### config.mk
export PLATFORM = sky130hd
export DESIGN_NAME = ramp_level_decoder
export DESIGN_NICKNAME = d
export VERILOG_FILES = /design/src/rtl/ramp_level_decoder.sv
export SDC_FILE = /design/constraint.sdc
export NUM_CORES = 1
export LEC_CHECK = 0
export ABC_CLOCK_PERIOD_IN_PS = 5500
export BUFFER_PORTS_ARGS = -buffer_cell sky130_fd_sc_hd__buf_2
export CORE_MARGIN = 2
export CORE_UTILIZATION = 50
export DETAILED_ROUTE_END_ITERATION = 8
export HOLD_SLACK_MARGIN = 0.05
export PLACE_DENSITY = 0.8
export REMOVE_ABC_BUFFERS = 1
export SLEW_MARGIN = 20
export SYNTH_ARGS = -nofsm -noshare
export SYNTH_HDL_FRONTEND = slang
export SYNTH_SLANG_ARGS = --single-unit
### constraint.sdc
create_clock -name clk -period 5.5 [get_ports clk]
set_input_delay 0 -clock clk [delete_from_list [all_inputs] [get_ports clk]]
set_output_delay 0 -clock clk [all_outputs]
set_load 0.01 [all_outputs]
### src/rtl/ramp_level_decoder.sv
// Slices 8-bit ramp samples to 10 nominal levels and tracks the ascending 0..9 sequence.
// Optional seq_err counter built when RAMP_DEC_ERRCNT_EN is defined.
module ramp_level_decoder #(
  parameter int LOCK_CNT   = 4,
  parameter int UNLOCK_CNT = 3,
  parameter int ERR_W      = 16
) (
  input  logic             clk,
  input  logic             rst,
  input  logic             in_valid,
  input  logic [7:0]       in_sample,
  output logic             out_valid,
  output logic [3:0]       level,
  output logic             exact,
  output logic             locked,
  output logic             seq_err,
  output logic [ERR_W-1:0] err_count
);

  localparam logic [7:0] THR [9]  = '{8'd14, 8'd42, 8'd71, 8'd99, 8'd127,
                                      8'd156, 8'd184, 8'd212, 8'd241};
  localparam logic [7:0] NOM [10] = '{8'd0, 8'd28, 8'd56, 8'd85, 8'd113,
                                      8'd141, 8'd170, 8'd198, 8'd226, 8'd255};

  typedef enum logic [1:0] {S_SEARCH, S_TRACK, S_LOCKED} state_t;

  state_t     r_state, w_state_nx;
  logic [3:0] r_prev, r_match_cnt, r_miss_cnt;
  logic [3:0] w_match_nx, w_miss_nx;
  logic [3:0] w_level, w_expected;
  logic       w_exact, w_match, w_seq_err;

  logic       r_out_valid, r_exact, r_locked, r_seq_err;
  logic [3:0] r_level;

  // Level is the count of thresholds at or below the sample, so it saturates at 0 and 9.
  always_comb begin
    w_level = 4'd0;
    for (int i = 0; i < 9; i++)
      if (in_sample >= THR[i]) w_level = w_level + 4'd1;
    w_exact = (in_sample == NOM[w_level]);
  end

  assign w_expected = (r_prev == 4'd9) ? 4'd0 : r_prev + 4'd1;
  assign w_match    = (w_level == w_expected);

  always_ff @(posedge clk or posedge rst) begin
    if (rst) begin
      r_state     <= S_SEARCH;
      r_match_cnt <= 4'd0;
      r_miss_cnt  <= 4'd0;
    end else begin
      r_state     <= w_state_nx;
      r_match_cnt <= w_match_nx;
      r_miss_cnt  <= w_miss_nx;
    end
  end

  always_comb begin
    w_state_nx = r_state;
    w_match_nx = r_match_cnt;
    w_miss_nx  = r_miss_cnt;
    w_seq_err  = 1'b0;
    if (in_valid) begin
      case (r_state)
        S_SEARCH: begin
          w_state_nx = S_TRACK;
          w_match_nx = 4'd0;
        end
        S_TRACK: begin
          if (w_match) begin
            w_match_nx = r_match_cnt + 4'd1;
            if (r_match_cnt + 4'd1 == 4'(LOCK_CNT)) begin
              w_state_nx = S_LOCKED;
              w_miss_nx  = 4'd0;
            end
          end else begin
            w_match_nx = 4'd0;
          end
        end
        S_LOCKED: begin
          if (w_match) begin
            w_miss_nx = 4'd0;
          end else begin
            w_seq_err = 1'b1;
            w_miss_nx = r_miss_cnt + 4'd1;
            if (r_miss_cnt + 4'd1 == 4'(UNLOCK_CNT)) begin
              w_state_nx = S_SEARCH;
              w_match_nx = 4'd0;
            end
          end
        end
        default: w_state_nx = S_SEARCH;
      endcase
    end
  end

  always_ff @(posedge clk or posedge rst) begin
    if (rst) begin
      r_out_valid <= 1'b0;
      r_level     <= 4'd0;
      r_exact     <= 1'b0;
      r_locked    <= 1'b0;
      r_seq_err   <= 1'b0;
      r_prev      <= 4'd0;
    end else if (in_valid) begin
      r_out_valid <= 1'b1;
      r_level     <= w_level;
      r_exact     <= w_exact;
      r_locked    <= (w_state_nx == S_LOCKED);
      r_seq_err   <= w_seq_err;
      r_prev      <= w_level;
    end else begin
      r_out_valid <= 1'b0;
      r_seq_err   <= 1'b0;
    end
  end

`ifdef RAMP_DEC_ERRCNT_EN
  logic [ERR_W-1:0] r_err_count;
  always_ff @(posedge clk or posedge rst) begin
    if (rst)
      r_err_count <= '0;
    else if (in_valid && w_seq_err && (r_err_count != {ERR_W{1'b1}}))
      r_err_count <= r_err_count + 1'b1;
  end
  assign err_count = r_err_count;
`else
  assign err_count = '0;
`endif

  assign out_valid = r_out_valid;
  assign level     = r_level;
  assign exact     = r_exact;
  assign locked    = r_locked;
  assign seq_err   = r_seq_err;

endmodule

**After elaboration in Yosys (flattened, before gate mapping)**

Memory sizes are Yosys's and may differ from the RTL's.
Cells that the tools add are included.

- Register bits: 18
- Bits in read-only memories: 128
- Input port bits: 11
- Output and inout port bits: 24
- Memories kept: 1

- Add/sub/neg operators: 11
- Order comparisons: 10
- Eq/ne operators: 12
- Multiplexer cells: 30
- Bitwise logic cells: 1
- Reductions and logical operators: 5

Memory list:

| memory | depth | bits a word | rd ports | clocked after memory_dff | write ports | line | text |
|---|---|---|---|---|---|---|---|
| (name not given) | 16 | 8 | 1 | 0 | 0 | 41 | `w_exact = (in_sample == NOM[w_level]);` |

Operators by type and width:

| operator | count |
|---|---|
| 2-to-1 mux 4 bit | 15 |
| adder 4 x 1 -> 4 bit, second input constant | 11 |
| >= comparator 8 bit, second input constant | 4 |
| >= comparator 8 x 7 -> 1 bit, second input constant | 3 |
| 2-to-1 mux 8 bit | 2 |
| case mux 4 bit (3 select lines) | 1 |
| 2-to-1 mux 2 bit | 5 |
| equality test 8 bit | 1 |
| >= comparator 8 x 4 -> 1 bit, second input constant | 1 |
| >= comparator 8 x 6 -> 1 bit, second input constant | 1 |
| inequality test 2 bit, second input constant | 4 |
| case mux 4 bit (2 select lines) | 1 |
| AND reduction 4 bit | 2 |
| case mux 2 bit (3 select lines) | 1 |
| >= comparator 5 bit, second input constant | 1 |
| 2-to-1 mux 1 bit | 5 |
| inverter 4 -> 5 bit | 1 |
| equality test 2 bit, second input constant | 2 |
| equality test 4 x 2 -> 1 bit, second input constant | 1 |
| equality test 4 x 3 -> 1 bit, second input constant | 1 |
| equality test 4 bit | 1 |
| equality test 4 bit, second input constant | 1 |
| nonzero test 3 bit | 1 |
| equality test 2 x 1 -> 1 bit, second input constant | 1 |
| 2 further kinds | 2 |

**Depth between registers and ports, before layout**

- Depth after elaboration: 23
- Depth in mapped cells: 31

**Worst setup path after synthesis**

OpenSTA, ideal clock, no wires.

- Kind: input to register
- Start: input in_sample[1]
- End: register r_miss_cnt[0]
- Setup time: 120 ps
- Arrival: 5113 ps
- Required time: 5380 ps
- Setup slack: 267 ps
- Stages on the path: 26
- Path buffers: 3
- Path through: clkbuf_1 -> nand3_1 -> and3_1 -> ha_1 -> clkbuf_1 -> xnor2_1 -> ha_1 -> xor2_1 -> o21ai_0 -> a21oi_1 -> ha_1 -> inv_1 -> or3_1 -> a21oi_1 -> a211oi_1 -> a31oi_1 -> ha_1 -> nand2_1 -> xnor2_1 -> xnor2_1 -> nand2_1 -> or4_1 -> a32oi_2 -> buf_4 -> nor3_1 -> a31o_1

- Longest elaborated chain between the ends: 21
- Elaborated cells on any way between the ends: 31

Ends and longest elaborated chain:

| element | line | text |
|---|---|---|
| start, declared | 11 | `input logic [7:0] in_sample,` |
| >= comparator 8 x 4 -> 1 bit | 40 | `if (in_sample >= THR[i]) w_level = w_level + 4'd1;` |
| 2-to-1 mux 1 bit | 40 |  |
| adder 4 x 1 -> 4 bit | 40 |  |
| 2-to-1 mux 4 bit | 40 |  |
| adder 4 x 1 -> 4 bit | 40 |  |
| 2-to-1 mux 4 bit | 40 |  |
| adder 4 x 1 -> 4 bit | 40 |  |
| 2-to-1 mux 4 bit | 40 |  |
| [... 5 more ...] | - |  |
| 2-to-1 mux 4 bit | 40 |  |
| adder 4 x 1 -> 4 bit | 40 |  |
| 2-to-1 mux 4 bit | 40 |  |
| adder 4 x 1 -> 4 bit | 40 |  |
| 2-to-1 mux 4 bit (*) | 40 |  |
| equality test 4 bit (*) | 45 | `assign w_match = (w_level == w_expected);` |
| inequality test 2 bit (no line) or 2-to-1 mux 4 bit (tied branches) | - |  |
| AND reduction 4 bit (no line) or case mux 4 bit (2 select lines) (tied branches) | - |  |
| end signal, assigned | 55 | `r_miss_cnt <= w_miss_nx;` |
| end, declared | 28 | `logic [3:0] r_prev, r_match_cnt, r_miss_cnt;` |

Every way passes the cells marked *; elsewhere a longest branch is shown, timed or not.
A chain may end at the register's enable or synchronous reset.

**Final worst setup path**

- Start: input in_sample[4]
- End: register r_exact, in the netlist exact

- Longest elaborated chain between the ends: 23
- Elaborated cells on any way between the ends: 31

Ends and longest elaborated chain:

| element | line | text |
|---|---|---|
| >= comparator 8 x 4 -> 1 bit | 40 |  |
| 2-to-1 mux 1 bit | 40 |  |
| adder 4 x 1 -> 4 bit | 40 |  |
| 2-to-1 mux 4 bit | 40 |  |
| adder 4 x 1 -> 4 bit | 40 |  |
| 2-to-1 mux 4 bit | 40 |  |
| adder 4 x 1 -> 4 bit | 40 |  |
| 2-to-1 mux 4 bit | 40 |  |
| [... 6 more ...] | - |  |
| adder 4 x 1 -> 4 bit | 40 |  |
| 2-to-1 mux 4 bit | 40 |  |
| adder 4 x 1 -> 4 bit | 40 |  |
| 2-to-1 mux 4 bit | 40 |  |
| inverter 4 -> 5 bit (implied by the code) | 41 |  |
| memory (16 x 8 bit) | - |  |
| 2-to-1 mux 8 bit (implied by the code) (2 in a row) | 41 |  |
| equality test 8 bit (*) | 41 |  |
| end signal, assigned | 109 | `r_exact <= w_exact;` |
| end, declared | 33 | `logic r_out_valid, r_exact, r_locked, r_seq_err;` |

Every way passes the cells marked *; elsewhere a longest branch is shown, timed or not. The select of a mux whose other input is x is not followed.

==> impl_metrics.json <==
{
  "finalHoldViolations": 0,
  "timing.rr.start": "r_match_cnt[0]",
  "async_reset_ff_share_pct": 100,
  "wl_um": 5620,
  "startpoint_type": "primary input",
  "reg2reg_depth": 8,
  "dieArea_mm2": 0.00535,
  "critPathMaxFanout": 14,
  "grt_pass1_vias": 2058,
  "tightest_slew_ps": 734,
  "post-route-period-util_pct": 93.2,
  "finalClockSkew_ps": 5.58,
  "antenna_found_initial": 0,
  "crit_buf_inv": 2,
  "yosys.area.top_type_share_pct": 18.8,
  "maxCapViolCount": 0,
  "finalWeightedCongestion": 0.927,
  "dr_wl_met3_um": 212,
  "netlist_area_mm2": 0.00239,
  "core_area_mm2": 0.00466,
  "cts_buffers": 3,
  "syn_to_final_growth_pct": 9.01,
  "firstDrtPassIters": 5,
  "port_buffers": 18,
  "critPathRequiredTime_ps": 5700,
  "grt_max_degree": 21,
  "setup_ws_ps": 374,
  "whs_ps": 60.8,
  "ant_nets": 0,
  "end_kind": "register",
  "pre_cts_slack_ps": 9.37,
  "n_antenna_cell": 0,
  "fmax_mhz": 195,
  "grt_pass1_wl_um": 8980,
  "tritoncts": "yes",
  "dpl.hpwl_um": 4110,
  "dieWidth_um": 73.1,
  "holdPathStages": 1,
  "std_cell_rows": 25,
  "wl_per_cell_um": 14.7,
  "yosysUniqueCellTypes": 61,
  "max_slew_margin_pct": 50.7,
  "yosys.area.top_type": "dfrtp_1",
  "worstHoldEndpoint": "out_valid",
  "critPathMaxStageDelay_ps": 500,
  "ys_top_cells_by_area": "dfrtp_1 (19%), ha_1 (7.9%), xnor2_1 (6.6%), buf_4 (5.3%), nand2_1 (4.9%)",
  "final_util_pct": 55.9,
  "cts-root-buf": "clkbuf_8",
  "power.density_mw_per_mm2": 252,
  "viasPerCell": 5.97,
  "regToRegSetupSlack_ps": 3540,
  "layout_min_cycle_time_ps": 5130,
  "start_util_pct": 51.3,
  "crit_slowest_cell": "or4_1",
  "die_h_um": 73.1,
  "power_mw": 0.658,
  "peakVddDrop_mv": 0.0986,
  "yosys_warnings": 0,
  "drcViolationCount": 0,
  "yosysSeqAreaShare_pct": 18.8,
  "num_vias": 2279,
  "crit_family": "compound AO/OA/AOI/OAI gates",
  "maxSlewViolCount": 0,
  "cts.sinks": 18,
  "m1WireLength_um": 2300,
  "drive_above_1_share_pct": 15.2,
  "wl_met2_um": 3010,
  "setup_viol": 0,
  "holdCritStartpoint": "in_valid",
  "synth_edf_count": 0,
  "postSynthCellCount": 310,
  "cp-startpoint": "in_sample[4]",
  "cts.path.max_buffers": 2,
  "status": "finished, final reports clean",
  "grt.overflow.total": 0,
  "clk_latency_ps": 260,
  "crit_type": "in -> reg",
  "ios": 35,
  "cts_max_level": 1,
  "ys_seq_elements": 18,
  "reg2reg_to": "r_miss_cnt[0]",
  "leakage_nw": 1.15,
  "hold_class": "in -> reg",
  "routed.top_layer": "met4",
  "grt_usage_pct": 20.6,
  "syn_avg_cell_area_um2": 7.71,
  "finalSetupTns_ps": 0,
  "nNetsFinal": 355,
  "ys.flop_type": "dfrtp_1",
  "cp.arrival_ps": 5330,
  "clkTransAtPathRegs_ps": 70,
  "drtIter0Drc": 146
}
[cells by family (layout without fill, tap and decap cells)]
logic type	Yosys count	count (layout)	share of synthesized area, %
AND/OR/NAND/NOR	105	105	22.6
buffers and inverters	50	53	10.9
multiplexers	10	10	4.82
flip-flops	18	18	18.8
XOR/XNOR	26	26	10.5
adder cells (fa/ha/maj)	15	15	7.85
other	1	16	0.157
AO/OA/AOI/OAI	85	85	24.3
[through the flow]
step / cells / instance area (um^2)
floorplan: 292 / 2250
global placement: 373 / 2470
detailed placement: 373 / 2470
CTS: 378 / 2540
global route: 382 / 2610
finish: 382 / 2610
[metal layers]
layer,global-route usage (%),up-vias
li1,-,1127
met1,24.6,1067
met2,38.0,70
met3,1.93,15
met4,7.00,0
met5,0,-
[worst max path at each step]
| stage | cells past startpoint | slack [ps] | to |
|---|---|---|---|
| 6_report | 26 | 370 | exact |
| 5_1_grt | 29 | -40 | exact |
| 2_1_floorplan | 24 | 4 | r_miss_cnt[0] |
| 3_5_place_dp | 26 | 9 | exact |
| 4_1_cts | 26 | 280 | exact |
| 3_3_place_gp | 25 | 240 | exact |
[area by class of cell]
cell class / instances / area [um^2]
clock buffers: 4 / 55.1
fillers: 439 / 2060
inverters: 17 / 63.8
multi-input cells: 257 / 1770
flip-flops and latches: 18 / 450
well taps: 54 / 67.6
repair buffers: 32 / 201
[sequential cells by signal, indices dropped and copies added (netlist names)]
register     count
out_valid        1
r_miss_cnt       4
r_match_cnt      4
r_state          2
locked           1
level            4
seq_err          1
exact            1
[cells in the mapped netlist, types with 3 or more instances]
library cell	instances
a31oi_1	4
a21o_1	3
inv_1	16
buf_4	17
ha_1	15
nor2b_1	3
o21a_1	4
nor2_1	16
xor2_1	6
o22ai_1	6
nand2_1	31
o21ai_0	16
and3_1	6
nand3_1	16
dfrtp_1	18
nor3_1	8
mux2i_1	7
or4_1	3
o211ai_1	4
xnor2_1	18
a21oi_1	18
or3_1	5
nand4_1	4
a211oi_1	5
clkbuf_1	7
buf_2	8
nor4_1	3
[where the power goes]
group	internal (mW)	switching, mW	leakage (nW)
clock	0.0637	0.0473	0.0288
sequential	0.144	0.0185	0.237
combinational	0.169	0.215	0.881
[cell usage in the layout (no fill, tap or decap), types with 2 or more instances in the layout]
cell / n
o211ai_1: 4
dfrtp_1: 18
o31a_1: 2
a211oi_1: 5
and3_1: 6
nand4_1: 4
a22o_1: 2
nand2_1: 31
nor4_1: 3
a22oi_1: 2
o21ai_0: 15
o22ai_1: 6
a21boi_0: 2
a21oi_1: 18
and4_1: 2
inv_1: 16
conb_1: 16
ha_1: 14
nor2_1: 16
xor2_1: 6
a21o_1: 3
mux2i_1: 7
a31oi_1: 4
a311oi_1: 2
o21a_1: 4
o31ai_1: 2
a31o_1: 2
mux2_2: 2
o21ai_1: 2
buf_4: 12
or4_1: 3
xnor2_2: 3
or3_1: 5
xnor2_1: 16
clkbuf_8: 4
nand3_1: 16
nor3_1: 8
nor2b_1: 3
buf_2: 18
[repair_timing]
| item | 4_1_cts | 5_1_grt |
|---|---|---|
| buffers inserted | 0 | 3 |
| endpoints found under the hold margin | 18 | 0 |
| hold buffers | 1 | 0 |
| resized for setup | 0 | 6 |
| endpoints found under the setup margin | 0 | 7 |
Power figures use the tool's default switching activity.
